File: src/rtl/warp_dispatcher.sv
// Kernel launch queue and sequencer for simd_core: buffers host submissions,
// drives kernel_in one warp at a time, and tracks per-warp completion.
package warp_dispatcher_pkg;
    localparam int PKG_THREAD_COUNT = 4;
    localparam int TC_W = $clog2(PKG_THREAD_COUNT) + 1;

    typedef struct packed {
        logic [3:0]      warp_id;
        logic [TC_W-1:0] thread_count;
        logic [31:0]     start_pc;
    } kernel_t;
endpackage

module warp_dispatcher
    import warp_dispatcher_pkg::*;
#(
    parameter int QUEUE_DEPTH    = 4,
    parameter int THREAD_COUNT   = PKG_THREAD_COUNT,
    parameter int TIMEOUT_CYCLES = 1024
) (
    input  logic                           clk,
    input  logic                           rst,
    input  logic                           submit_valid,
    input  kernel_t                        submit_kernel,
    output logic                           submit_ready,
    output logic                           submit_reject,
    output kernel_t                        kernel_out,
    input  logic                           is_finished_in,
    input  logic [3:0]                     finished_warp_id,
    output logic [14:0]                    done_mask,
    input  logic [14:0]                    done_clear,
    output logic                           busy,
    output logic [$clog2(QUEUE_DEPTH):0]   queue_count,
    output logic                           finish_err,
    output logic                           timeout
);
    localparam int AW  = $clog2(QUEUE_DEPTH);
    localparam int CW  = AW + 1;
    localparam int WDW = (TIMEOUT_CYCLES > 1) ? $clog2(TIMEOUT_CYCLES) : 1;
    localparam logic [WDW-1:0]  WD_LAST = (TIMEOUT_CYCLES == 0) ? '0 : WDW'(TIMEOUT_CYCLES - 1);
    localparam logic [TC_W-1:0] TC_MAX  = TC_W'(THREAD_COUNT);
    localparam kernel_t IDLE_KERNEL = '{warp_id: 4'hF, thread_count: '0, start_pc: '0};

    typedef enum logic [1:0] {S_IDLE, S_RUN, S_RETIRE} state_t;

    state_t          state, state_nxt;
    kernel_t         mem [QUEUE_DEPTH];
    logic [AW-1:0]   wr_ptr, rd_ptr;
    logic [CW-1:0]   count;
    logic [WDW-1:0]  wdog;
    logic            legal, push, pop;
    logic            fin_match, wd_expire, retire_set;
    logic [14:0]     set_vec;

    assign legal = (submit_kernel.warp_id != 4'hF) &&
                   (submit_kernel.thread_count != '0) &&
                   (submit_kernel.thread_count <= TC_MAX);
    assign submit_ready = (count < CW'(QUEUE_DEPTH));
    assign push         = submit_valid && submit_ready && legal;
    assign busy         = (state != S_IDLE) || (count != '0);
    assign queue_count  = count;

    assign fin_match = (state == S_RUN) && is_finished_in &&
                       (finished_warp_id == kernel_out.warp_id);
    assign wd_expire = (TIMEOUT_CYCLES != 0) && (wdog == WD_LAST);
    assign set_vec   = retire_set ? (15'd1 << kernel_out.warp_id) : '0;

    always_ff @(posedge clk) begin
        if (rst) state <= S_IDLE;
        else     state <= state_nxt;
    end

    always_comb begin
        state_nxt  = state;
        pop        = 1'b0;
        retire_set = 1'b0;
        case (state)
            S_IDLE: begin
                if (count != '0) begin
                    pop       = 1'b1;
                    state_nxt = S_RUN;
                end
            end
            S_RUN: begin
                // A matching finish takes priority over a watchdog expiry.
                if (fin_match) begin
                    retire_set = 1'b1;
                    state_nxt  = S_RETIRE;
                end else if (wd_expire) begin
                    state_nxt  = S_RETIRE;
                end
            end
            S_RETIRE: begin
                if (count != '0) begin
                    pop       = 1'b1;
                    state_nxt = S_RUN;
                end else begin
                    state_nxt = S_IDLE;
                end
            end
            default: state_nxt = S_IDLE;
        endcase
    end

    always_ff @(posedge clk) begin
        if (push) mem[wr_ptr] <= submit_kernel;
    end

    always_ff @(posedge clk) begin
        if (rst) begin
            wr_ptr        <= '0;
            rd_ptr        <= '0;
            count         <= '0;
            kernel_out    <= IDLE_KERNEL;
            wdog          <= '0;
            done_mask     <= '0;
            submit_reject <= 1'b0;
            finish_err    <= 1'b0;
            timeout       <= 1'b0;
        end else begin
            if (push) wr_ptr <= wr_ptr + AW'(1);
            if (pop)  rd_ptr <= rd_ptr + AW'(1);
            count <= count + CW'(push) - CW'(pop);

            // kernel_out holds through RUN and drops to idle whenever RUN is left.
            if (pop)                     kernel_out <= mem[rd_ptr];
            else if (state_nxt != S_RUN) kernel_out <= IDLE_KERNEL;

            if (state == S_RUN && state_nxt == S_RUN) wdog <= wdog + WDW'(1);
            else                                      wdog <= '0;

            done_mask     <= (done_mask & ~done_clear) | set_vec;
            submit_reject <= submit_valid && submit_ready && !legal;
            finish_err    <= is_finished_in && !fin_match;
            timeout       <= (state == S_RUN) && !fin_match && wd_expire;
        end
    end
endmodule

File: config.mk
export PLATFORM = sky130hd
export DESIGN_NAME = warp_dispatcher
export DESIGN_NICKNAME = d
export VERILOG_FILES = /design/src/rtl/warp_dispatcher.sv
export SDC_FILE = /design/constraint.sdc
export NUM_CORES = 1
export LEC_CHECK = 0
export ABC_CLOCK_PERIOD_IN_PS = 2850
export CAP_MARGIN = 10
export CELL_PAD_IN_SITES_DETAIL_PLACEMENT = 0
export CELL_PAD_IN_SITES_GLOBAL_PLACEMENT = 2
export CORE_UTILIZATION = 39
export DETAILED_ROUTE_END_ITERATION = 8
export GPL_TIMING_DRIVEN = 0
export HOLD_SLACK_MARGIN = 0.02
export PLACE_DENSITY = 0.8
export SETUP_SLACK_MARGIN = 0.5
export SLEW_MARGIN = 20
export SYNTH_ARGS = -nofsm -noshare
export SYNTH_HDL_FRONTEND = slang
export SYNTH_SLANG_ARGS = --single-unit
export TNS_END_PERCENT = 30
File: constraint.sdc
create_clock -name clk -period 2.85 [get_ports clk]
set_input_delay 0.285 -clock clk [delete_from_list [all_inputs] [get_ports clk]]
set_output_delay 0.285 -clock clk [all_outputs]
set_load 0.01 [all_outputs]
==> Word-level counts from Yosys, hierarchy flattened <==
Memory sizes are Yosys's and may differ from the RTL's. A register that Yosys moved wholly into a read port is not among the register bits.
Cells that the tools add are included.
{ "totals": {"register_bits": 76, "mem_bits_rw": 156, "inputBits": 62, "out_inout_bits": 62, "wordCells": 69, "mem_count": 1} }
{ "memory_table": {"columns": ["memory", "depth", "word_bits", "read_ports", "rd_clocked_by_memory_dff", "write_ports", "line", "source"], "rows": [
  ["mem", 4, 39, 1, 1, 1, "47", "kernel_t mem [QUEUE_DEPTH];"]
]} }
{ "op_classes": {"add_sub_neg": 5, "order_cmp": 2, "eq_ne": 7, "n_shift": 1, "n_mux": 16, "bitwise_logic": 4, "n_reduce_logical": 21} }
{ "op_table": {"columns": ["operator", "n"], "rows": [
  ["39-bit two-way mux", 2],
  ["15-bit AND", 1],
  ["15-bit two-way mux", 1],
  ["15-bit inverter", 1],
  ["15-bit OR", 1],
  ["1-bit by 4-bit << shifter with 15-bit output, first input constant", 1],
  ["1-bit logical AND", 11],
  ["10-bit by 1-bit adder with 10-bit output, second input constant", 1],
  ["10-bit equality test, second input constant", 1],
  ["2-bit two-way mux", 5],
  ["1-bit two-way mux", 7],
  ["2-bit one-hot mux with 3 select lines", 1],
  ["3-bit nonzero test", 2],
  ["2-bit by 1-bit adder with 2-bit output, second input constant", 2],
  ["2-bit by 1-bit equality test with 1-bit output, second input constant", 2],
  ["4-bit equality test", 1],
  ["4-bit != test, second input constant", 1],
  ["2-bit nonzero test", 2],
  ["2-bit OR reduction", 2],
  ["3-bit by 1-bit adder with 3-bit output", 1],
  ["3-bit <= comparator, second input constant", 1],
  ["3-bit less-than comparator, second input constant", 1],
  ["3-bit by 1-bit subtractor with 3-bit output", 1],
  ["2-bit equality test, second input constant", 1],
  ["other kinds (5)", 6]
]} }

==> Logic depth before layout (Yosys ltp) <==
Gate-level depths: netlist of run 1.
{ "depth": {"ltp_word": 9, "ltp_mapped": 11, "depth_no_buf": 10} }

==> Least setup slack after synthesis of run 1 <==
OpenSTA, ideal clock, no wires.
{ "synth_path": {"path_kind": "register -> register", "start": "register count[2], in the netlist queue_count[2]", "end": "memory mem[0][0] (netlist bit) (enable)", "t_arrival_ns": 1.953, "t_required_ns": 2.450, "path_slack_ns": 0.497, "stages_incl_launch_ff": 5, "synth_period_minus_slack_ns": 2.353, "path_cell_list": "dfxtp_1 nand2b_1 and4b_1 clkbuf_1 and2_1"} }
{ "synth_between": {"elab_chain_len": 5} }
{ "synth_lines": {"columns": ["element", "line", "source"], "rows": [
  ["from (decl)", "49", "logic [CW-1:0] count;"],
  ["from (signal assigned)", "123", "count <= count + CW'(push) - CW'(pop);"],
  ["3-bit less-than comparator", "58", "assign submit_ready = (count < CW'(QUEUE_DEPTH));"],
  ["1-bit logical AND (2 in series)", "59", "assign push = submit_valid && submit_ready && legal;"],
  ["1-bit two-way mux", "106", "if (push) mem[wr_ptr] <= submit_kernel;"],
  ["1-bit two-way mux (implied by the code)", "106", null],
  ["to (decl)", "47", null]
]} }
No other way between the ends.

==> Worst setup path after layout of run 1 <==
{ "layout_path": {"start": "input port submit_kernel[33] (netlist bit)", "end": "register count[2], in the netlist queue_count[2]"} }
{ "layout_between": {"elab_chain_len": 6, "elab_cells_between_ends": 7} }
{ "layout_lines": {"columns": ["element", "line", "source"], "rows": [
  ["from (decl)", "24", "input kernel_t submit_kernel,"],
  ["branches (longest 2 deep; another with 3-bit <= comparator)", null, null],
  ["1-bit logical AND (*)", "56", "(submit_kernel.thread_count != '0) &&"],
  ["1-bit logical AND (*)", "59", null],
  ["3-bit by 1-bit adder with 3-bit output (*)", "123", null],
  ["3-bit by 1-bit subtractor with 3-bit output (*)", "123", null]
]} }
Every way passes the cells marked *.
A chain may end at the register's enable or synchronous reset.

==> metrics.md, run 1 <==
| Metric | Value |
|---|---|
| Min-Delay Endpoint | `mem[3][32]` |
| Hold Vio Cnt, Final | `0` |
| Leakage power | `around 0.0037 uW` |
| NumNets Final | `about 720` |
| Clk sinks | `between 200 and 250` |
| Placed inst area | `around 0.010 sq mm` |
| Max Clk Rate | `around 440 MHz` |
| Fillers | `roughly 1800` |
| Pre-antenna DRT Iters | `5` |
| Chip Width | `approximately 150 um` |
| Die ar. | `~0.023 sq mm` |
| Max-cap violations | `0` |
| Cells after synthesis | `500` |
| Max Slew Vio Count | `0` |
| Yosys top cell by area | `edfxtp_1` |
| Num CTS Buffers | `24` |
| Core Util, Final | `about half` |
| Worst clock skew | `~6.6 ps` |
| Hpwl dp | `around 11 mm` |
| Clk buf depth | `3` |
| Area growth syn-to-layout | `29.3%` |
| CP Max Fanout | `6` |
| CTS root buffer | `clkbuf_16` |
| Initial Util | `roughly two fifths` |
| Worst vdd ir | `between 500 and 600 uV` |
| TNS Setup | `0 ps` |
| Non-filler cells, final | `around 950` |
| Std-Cell Core Area | `between 0.02 and 0.025 sq mm` |
| Finish-stage setup viols | `0` |
| Detailed Route Iter0 Violations | `between 200 and 250` |
| Avg Inst Size Synth | `approximately 17 sq um` |
| DRT Wirelength | `approximately 18 mm` |
| Post-route minimum period | `roughly 2300 ps` |
| Cells after DPL | `~900` |
| All-layer global routing usage | `between 10% and 20%` |
| Sequential area share after synthesis | `approximately 73%` |
| Fraction of layout cells with a size suffix above 1 | `roughly 17%` |
| Power Total | `between 9000 and 10000 uW` |
| Ranking of synthesized cells by area | `edfxtp_1, dfxtp_1, mux4_2` |
| Max H-tree Level | `1` |
| Async S/R FF share, synth | `0%` |
| Remaining DRCs | `0` |
| GPL Wtd Cong | `~0.74` |
| Initial antenna violation count | `1` |
| FF-to-FF End | `queue_count[2]` |
| Vias after detailed routing | `between 4000 and 5000` |
| Hold Path Class | `in2reg` |
| Flops & latches, synth | `around 230` |
| Synthesized area | `0.00861 sq mm` |
| Post-synth EDFFs | `approximately 160` |
| Routed Antenna Nets | `0` |
| Slew HR | `54.8%` |
| Reg2reg start | `queue_count[2]` |
| Total grt overflow | `0` |
| Via-per-instance ratio | `5.09` |
| Number of global-route vias before repair | `5051` |
| WP data required | `3230 ps` |
| Synth warn | `0` |
| Arr. time, crit path | `2650 ps` |
| IO buf count | `around 120` |
| Setup CP Type | `in2reg` |
| Post-CTS Hold Buffers | `0` |
| Power per Cell Area | `~870 mW/mm^2` |
| Status | `finished, final reports clean` |
| Clock transition at the registers of the reported paths | `60 ps` |
| Rows | `54` |
| R2R cell count | `11` |
| Worst Setup End Kind | `flip-flop` |
| Ys flop type | `edfxtp_1` |
| Worst Max-Slew Pin Slew | `approximately 670 ps` |
| # IOs | `124` |
| Worst-skew pair later-pin latency | `510 ps` |
| Final period utilization | `approximately four fifths` |
| Ant diodes | `0` |
| Routed len/inst | `roughly 19 um` |
| Yosys cell types | `39` |
| Chip Height | `between 150 and 200 um` |
| CTS tree | `done` |
| Largest net degree at the start of global routing | `40` |
| Yosys top cell area share | `a little over half` |
| Register-to-Register Setup Slack | `610 ps` |
| Hold_sp | `submit_kernel[32]` |
| Hold-critical path depth | `1` |
| Final Instance Area | `roughly 0.011 sq mm` |
| RSZ-0062 raised after global routing | `false` |
| First-pass GRT wire length | `27.7 mm` |
| Net Count, Synth | `570` |
| CP Launch Type | `input port` |
cell families after synthesis:
group,Yosys count,synth area share [%]
mux,40,10.3
simple gates,104,6.09
flops,234,72.5
compound gates,60,5.96
buf+inv,37,2.15
fa+ha+maj,8,1.25
xor+xnor,17,1.73
placed cells by master (no fill, tap or decap), drive strengths merged:
cell type      instances
a21o                   1
a21oi                  2
a311oi                 1
a32o                  35
and2                   4
and3                   3
and3b                  1
and4                   3
and4b                  1
buf                   20
bufinv                 5
clkbuf                47
clkdlybuf4s50        122
clkinv                 5
clkinvlp               1
dfxtp                 78
dlymetal6s2s           1
edfxtp               156
fa                     1
ha                     7
inv                    7
mux2i                  1
mux4                  39
nand2                 28
nand2b                 2
nand3                 10
nand3b                 1
nand4                  3
nor2                  26
nor2b                  7
nor3                  12
nor3b                  1
o21ai                 17
o32a                   4
or3                    2
xnor2                  7
xor2                  10
worst max-delay path, cell delays in order:
cell and delay (ps):
clkdlybuf4s50_1 500, or3_1 410, and4b_1 200, clkbuf_8 140, inv_1 50, ha_1 120
inv_1 40, ha_2 180, fa_2 370, xnor2_2 150, xnor2_1 140, nor2_1 50
report_power, final:
part	total [uW]	switching [uW]	leakage [uW]	internal, uW
Clock	3330	1220	0.000420	2110
Combinational	2150	994	0.00120	1150
Sequential	4170	204	0.00205	3960
Total	9650	2420	0.00367	7230
flip-flops by register name, indices dropped and copies added (netlist names), 2 cells and up, named ones only:
register and count:
rd_ptr 2, done_mask 15, kernel_out 39, queue_count 3
wdog 10, state 2, mem 156, wr_ptr 2
timing repair:
action,CTS,global route
gates resized for setup,9,4
setup endpoints to repair,3,1
pin swaps,1,2
buffers inserted,0,4
metrics by stage:
stage               hold WS, ps  setup slack, ps
finish                      146              580
global route                159              500
CTS                         359              531
detailed placement          447             -190
global placement            447             -872
floorplan                   384              497
layer usage:
metal,track usage (%),part of all wire [%]
met4,4.20,1.9
met5,0,0.061
met3,3.55,6.6
met1,20.6,41
met2,28.2,50
worst max path at each step:
stage / from / endpoint / slack (ps) / cells after the start
2_1_floorplan: queue_count[2] / mem[2][0] / 500 / 4
3_5_place_dp: submit_kernel[32] / queue_count[2] / -190 / 12
4_1_cts: queue_count[2] / queue_count[2] / 530 / 11
5_1_grt: submit_kernel[33] / queue_count[2] / 500 / 12
6_report: submit_kernel[33] / queue_count[2] / 580 / 12
3_3_place_gp: submit_kernel[32] / mem[3][14] / -870 / 5
synth_stat cells, drive strengths merged (10+ instances only):
| cell | number |
|---|---|
| nor2 | 26 |
| nand3 | 10 |
| dfxtp | 78 |
| buf | 16 |
| edfxtp | 156 |
| clkbuf | 14 |
| o21ai | 17 |
| nor3 | 12 |
| mux4 | 39 |
| nand2 | 28 |
| a32o | 35 |
| xor2 | 10 |
area by class of cell:
cell class | count | area (sq um) | area share [%]
tap | 280 | 350 | 3.14
buffer | 30 | 169 | 1.52
multi-input combinational | 229 | 2220 | 20.0
sequential | 234 | 6250 | 56.1
inverter | 7 | 26.3 | 0.236
clock buffer | 33 | 676 | 6.06
clock inverter | 11 | 183 | 1.64
timing repair buffer | 127 | 1260 | 11.3
Note: power is estimated with default switching activity, not from simulation.
==> run 2, diff against run 1 <==
- ABC_CLOCK_PERIOD_IN_PS: 2850 -> 1820
- CORE_UTILIZATION: 39 -> 36
- PLACE_DENSITY: 0.8 -> 0.78
- clock period: 2.85 -> 1.82 ns (I/O delays scaled with it)
==> run 2 against run 1 <==
  * The flow now finishes with violations (setup timing)
  * Critical path depth decreased by 1
  * Die area rose by 8.2%
  * Core utilization grew 0.89 points
  * Combinational power is 82% higher
  * Clock power grew 64%
  * Register-to-register slack worse by 920 ps
  * Critical path type is now reg2reg
  * Flip-flop and latch count stayed put
  * Via count grew 8.5%
  * Sequential power grew 57%
  * Design area increased by 9.8%
  * Highest routed layer is now met4
  * Routed wire length increased by 19%
==> metrics.md, run 2 (synthesized netlist as in run 1, its figures left out) <==
| Metric | Value |
|---|---|
| Status | `finished, violations left` |
| Failing checks | `setup timing` |
| Slew HR | `50.2% (-4.6 points)` |
| CTS root buffer | `clkbuf_16` |
| Met2 Routed Length | `10.9 mm (+21%)` |
| Core Util, Final | `52.1% (+0.89 points)` |
| Hold Path Class | `in2reg` |
| GPL Wtd Cong | `0.758 (+3.0%)` |
| DRT Wirelength | `21.4 mm (+19%)` |
| Max reg flops | `156 (unchanged)` |
| Fillers | `1946 (+9.4%)` |
| All-layer global routing usage | `17.3% (+1.0 points)` |
| Fraction of layout cells with a size suffix above 1 | `32.7% (+16 points)` |
| Clock transition at the registers of the reported paths | `60 ps (about the same)` |
| Max H-tree Level | `1 (unchanged)` |
| Vias after detailed routing | `5250 (+8.5%)` |
| Initial antenna violation count | `1 (unchanged)` |
| Max Clk Rate | `between 400 and 500 MHz` |
| Arr. time, crit path | `2530 ps (-120 ps)` |
| Placed inst area | `0.0103 sq mm (+1.1%)` |
| Largest net degree at the start of global routing | `40 (unchanged)` |
| Finish-stage setup viols | `145 (+145)` |
| NumNets Final | `773 (+6.9%)` |
| Worst-skew pair later-pin latency | `520 ps (about the same)` |
| Leading cell type in the layout, fill and taps excluded | `edfxtp_1` |
| IO buf count | `123 (unchanged)` |
| Initial Util | `36.7% (-2.9 points)` |
| Area growth syn-to-layout | `42.0%` |
| Rows | `56 (+3.7%)` |
| Die ar. | `0.0245 sq mm (+8.2%)` |
| Biggest regs | `mem x156, kernel_out x39, done_mask x15` |
| Max-cap violations | `0 (unchanged)` |
| Power per Cell Area | `1300 mW/mm^2 (+51%)` |
| Total grt overflow | `0 (unchanged)` |
| Worst vdd ir | `803 uV (+52%)` |
| Met1 Wirelength | `8.63 mm (+17%)` |
| WP data required | `2220 ps (-1010 ps)` |
| Hold Vio Cnt, Final | `0 (unchanged)` |
| CP Launch Type | `flip-flop` |
| Met3 wire len | `1.47 mm (+24%)` |
| Final period utilization | `117%` |
| Max Slew Vio Count | `0 (unchanged)` |
| Remaining DRCs | `0 (unchanged)` |
| Std-Cell Core Area | `0.0235 sq mm (+7.9%)` |
| # IOs | `124 (unchanged)` |
| Via-per-instance ratio | `5.04 (-0.91%)` |
| Num CTS Buffers | `25 (+4.2%)` |
| CTS tree | `done` |
| Most frequent cells in the layout | `edfxtp_1, dfxtp_1, clkdlybuf4s50_1` |
| Number of global-route vias before repair | `5346 (+5.8%)` |
| Non-filler cells, final | `1041 (+9.5%)` |
| Final Instance Area | `0.0122 sq mm (+9.8%)` |
| Cells after DPL | `942 (+4.3%)` |
| First-pass GRT wire length | `31.2 mm (+13%)` |
| Power Total | `15900 uW (+65%)` |
| Post-route minimum period | `roughly 2100 ps` |
| Ant diodes | `0 (unchanged)` |
| Worst Max-Slew Pin Slew | `742 ps (+67.9 ps)` |
| Clk sinks | `234 (unchanged)` |
| CP Max Fanout | `2 (-4)` |
| Register bank with the most flops | `mem` |
| Post-CTS Hold Buffers | `0 (unchanged)` |
| Chip Width | `157 um (+4.0%)` |
| Hpwl dp | `11.5 mm (+2.0%)` |
| Leakage power | `0.00423 uW (+15%)` |
| Routed Antenna Nets | `0 (unchanged)` |
| Worst clock skew | `14.3 ps (+7.71 ps)` |
| Pre-antenna DRT Iters | `4 (-1)` |
| Max layer used | `met4` |
| Routed len/inst | `20.5 um (+9.1%)` |
| Detailed Route Iter0 Violations | `392 (+64%)` |
| TNS Setup | `-15610 ps (-15610 ps)` |
| Chip Height | `157 um (+4.0%)` |
| RSZ-0062 raised after global routing | `true` |
| Final WS setup | `-314 ps (-894 ps)` |
| Worst Setup End Kind | `flip-flop` |
| Setup CP Type | `reg2reg` |
| Clk buf depth | `3 (unchanged)` |
run 2: changes by cell type in the layout (fill, tap and decap cells not counted), sizes merged, moves of 4 or more:
cell	delta
and2	+16
buf	+38
clkbuf	-5
clkdlybuf4s15	+38
clkdlybuf4s50	-64
clkinv	+4
dlygate4sd2	+22
run 2: metrics by stage:
stage          hold slack (ps)  setup slack (ps)
2_1_floorplan              281              -327
5_1_grt                    140              -417
3_5_place_dp               447              -919
3_3_place_gp               450              -862
4_1_cts                    112              -350
6_report                   110              -314
run 2: path summary, 6_finish.rpt:
path	from	end	slack (ps)	cells after the start
setup / recovery	queue_count[2]	queue_count[2]	-310	11
hold / removal	submit_kernel[33]	mem[2][33]	110	1
setup reg to reg	queue_count[2]	queue_count[2]	-310	11
hold reg to reg	done_mask[7]	done_mask[7]	450	2
run 2: where the power goes:
part	total (uW)	leakage (uW)	switching (uW)	internal, uW
Combinational	3920	0.00174	1830	2090
Clock	5460	0.000435	2050	3410
Sequential	6560	0.00205	339	6220
run 2: what timing repair did:
action,in CTS,in global routing
setup endpoints to repair,296,281
pin swaps,42,28
resized for setup,241,48
setup buffers,21,14
gates cloned,14,4
run 2: routing by layer:
| metal | up-vias | track usage, % |
|---|---|---|
| met5 | - | 0 |
| met4 | 0 | 3.64 |
| met3 | 27 | 3.41 |
| met2 | 176 | 30.9 |
| met1 | 2648 | 21.7 |
| li1 | 2399 | - |
run 2: critical path, stage by stage (launching register included):
cell and delay, ps:
dfxtp_4 350, nand2b_4 140, and4b_1 250, clkbuf_8 130, inv_4 30, ha_4 250, inv_2 40, ha_4 150
fa_2 340, xnor2_2 140, xnor2_1 150, nor2_1 60
run 2: cell type report:
class / count / area [sq um] / area share [%]
flip-flops and latches: 234 / 6270 / 51.3
multi-input cells: 245 / 2620 / 21.4
repair buffers: 160 / 1710 / 14.0
clock buffers: 28 / 647 / 5.29
well taps: 319 / 399 / 3.26
plain buffers: 30 / 309 / 2.53
clock inverters: 18 / 248 / 2.03
inverters: 7 / 28.8 / 0.235
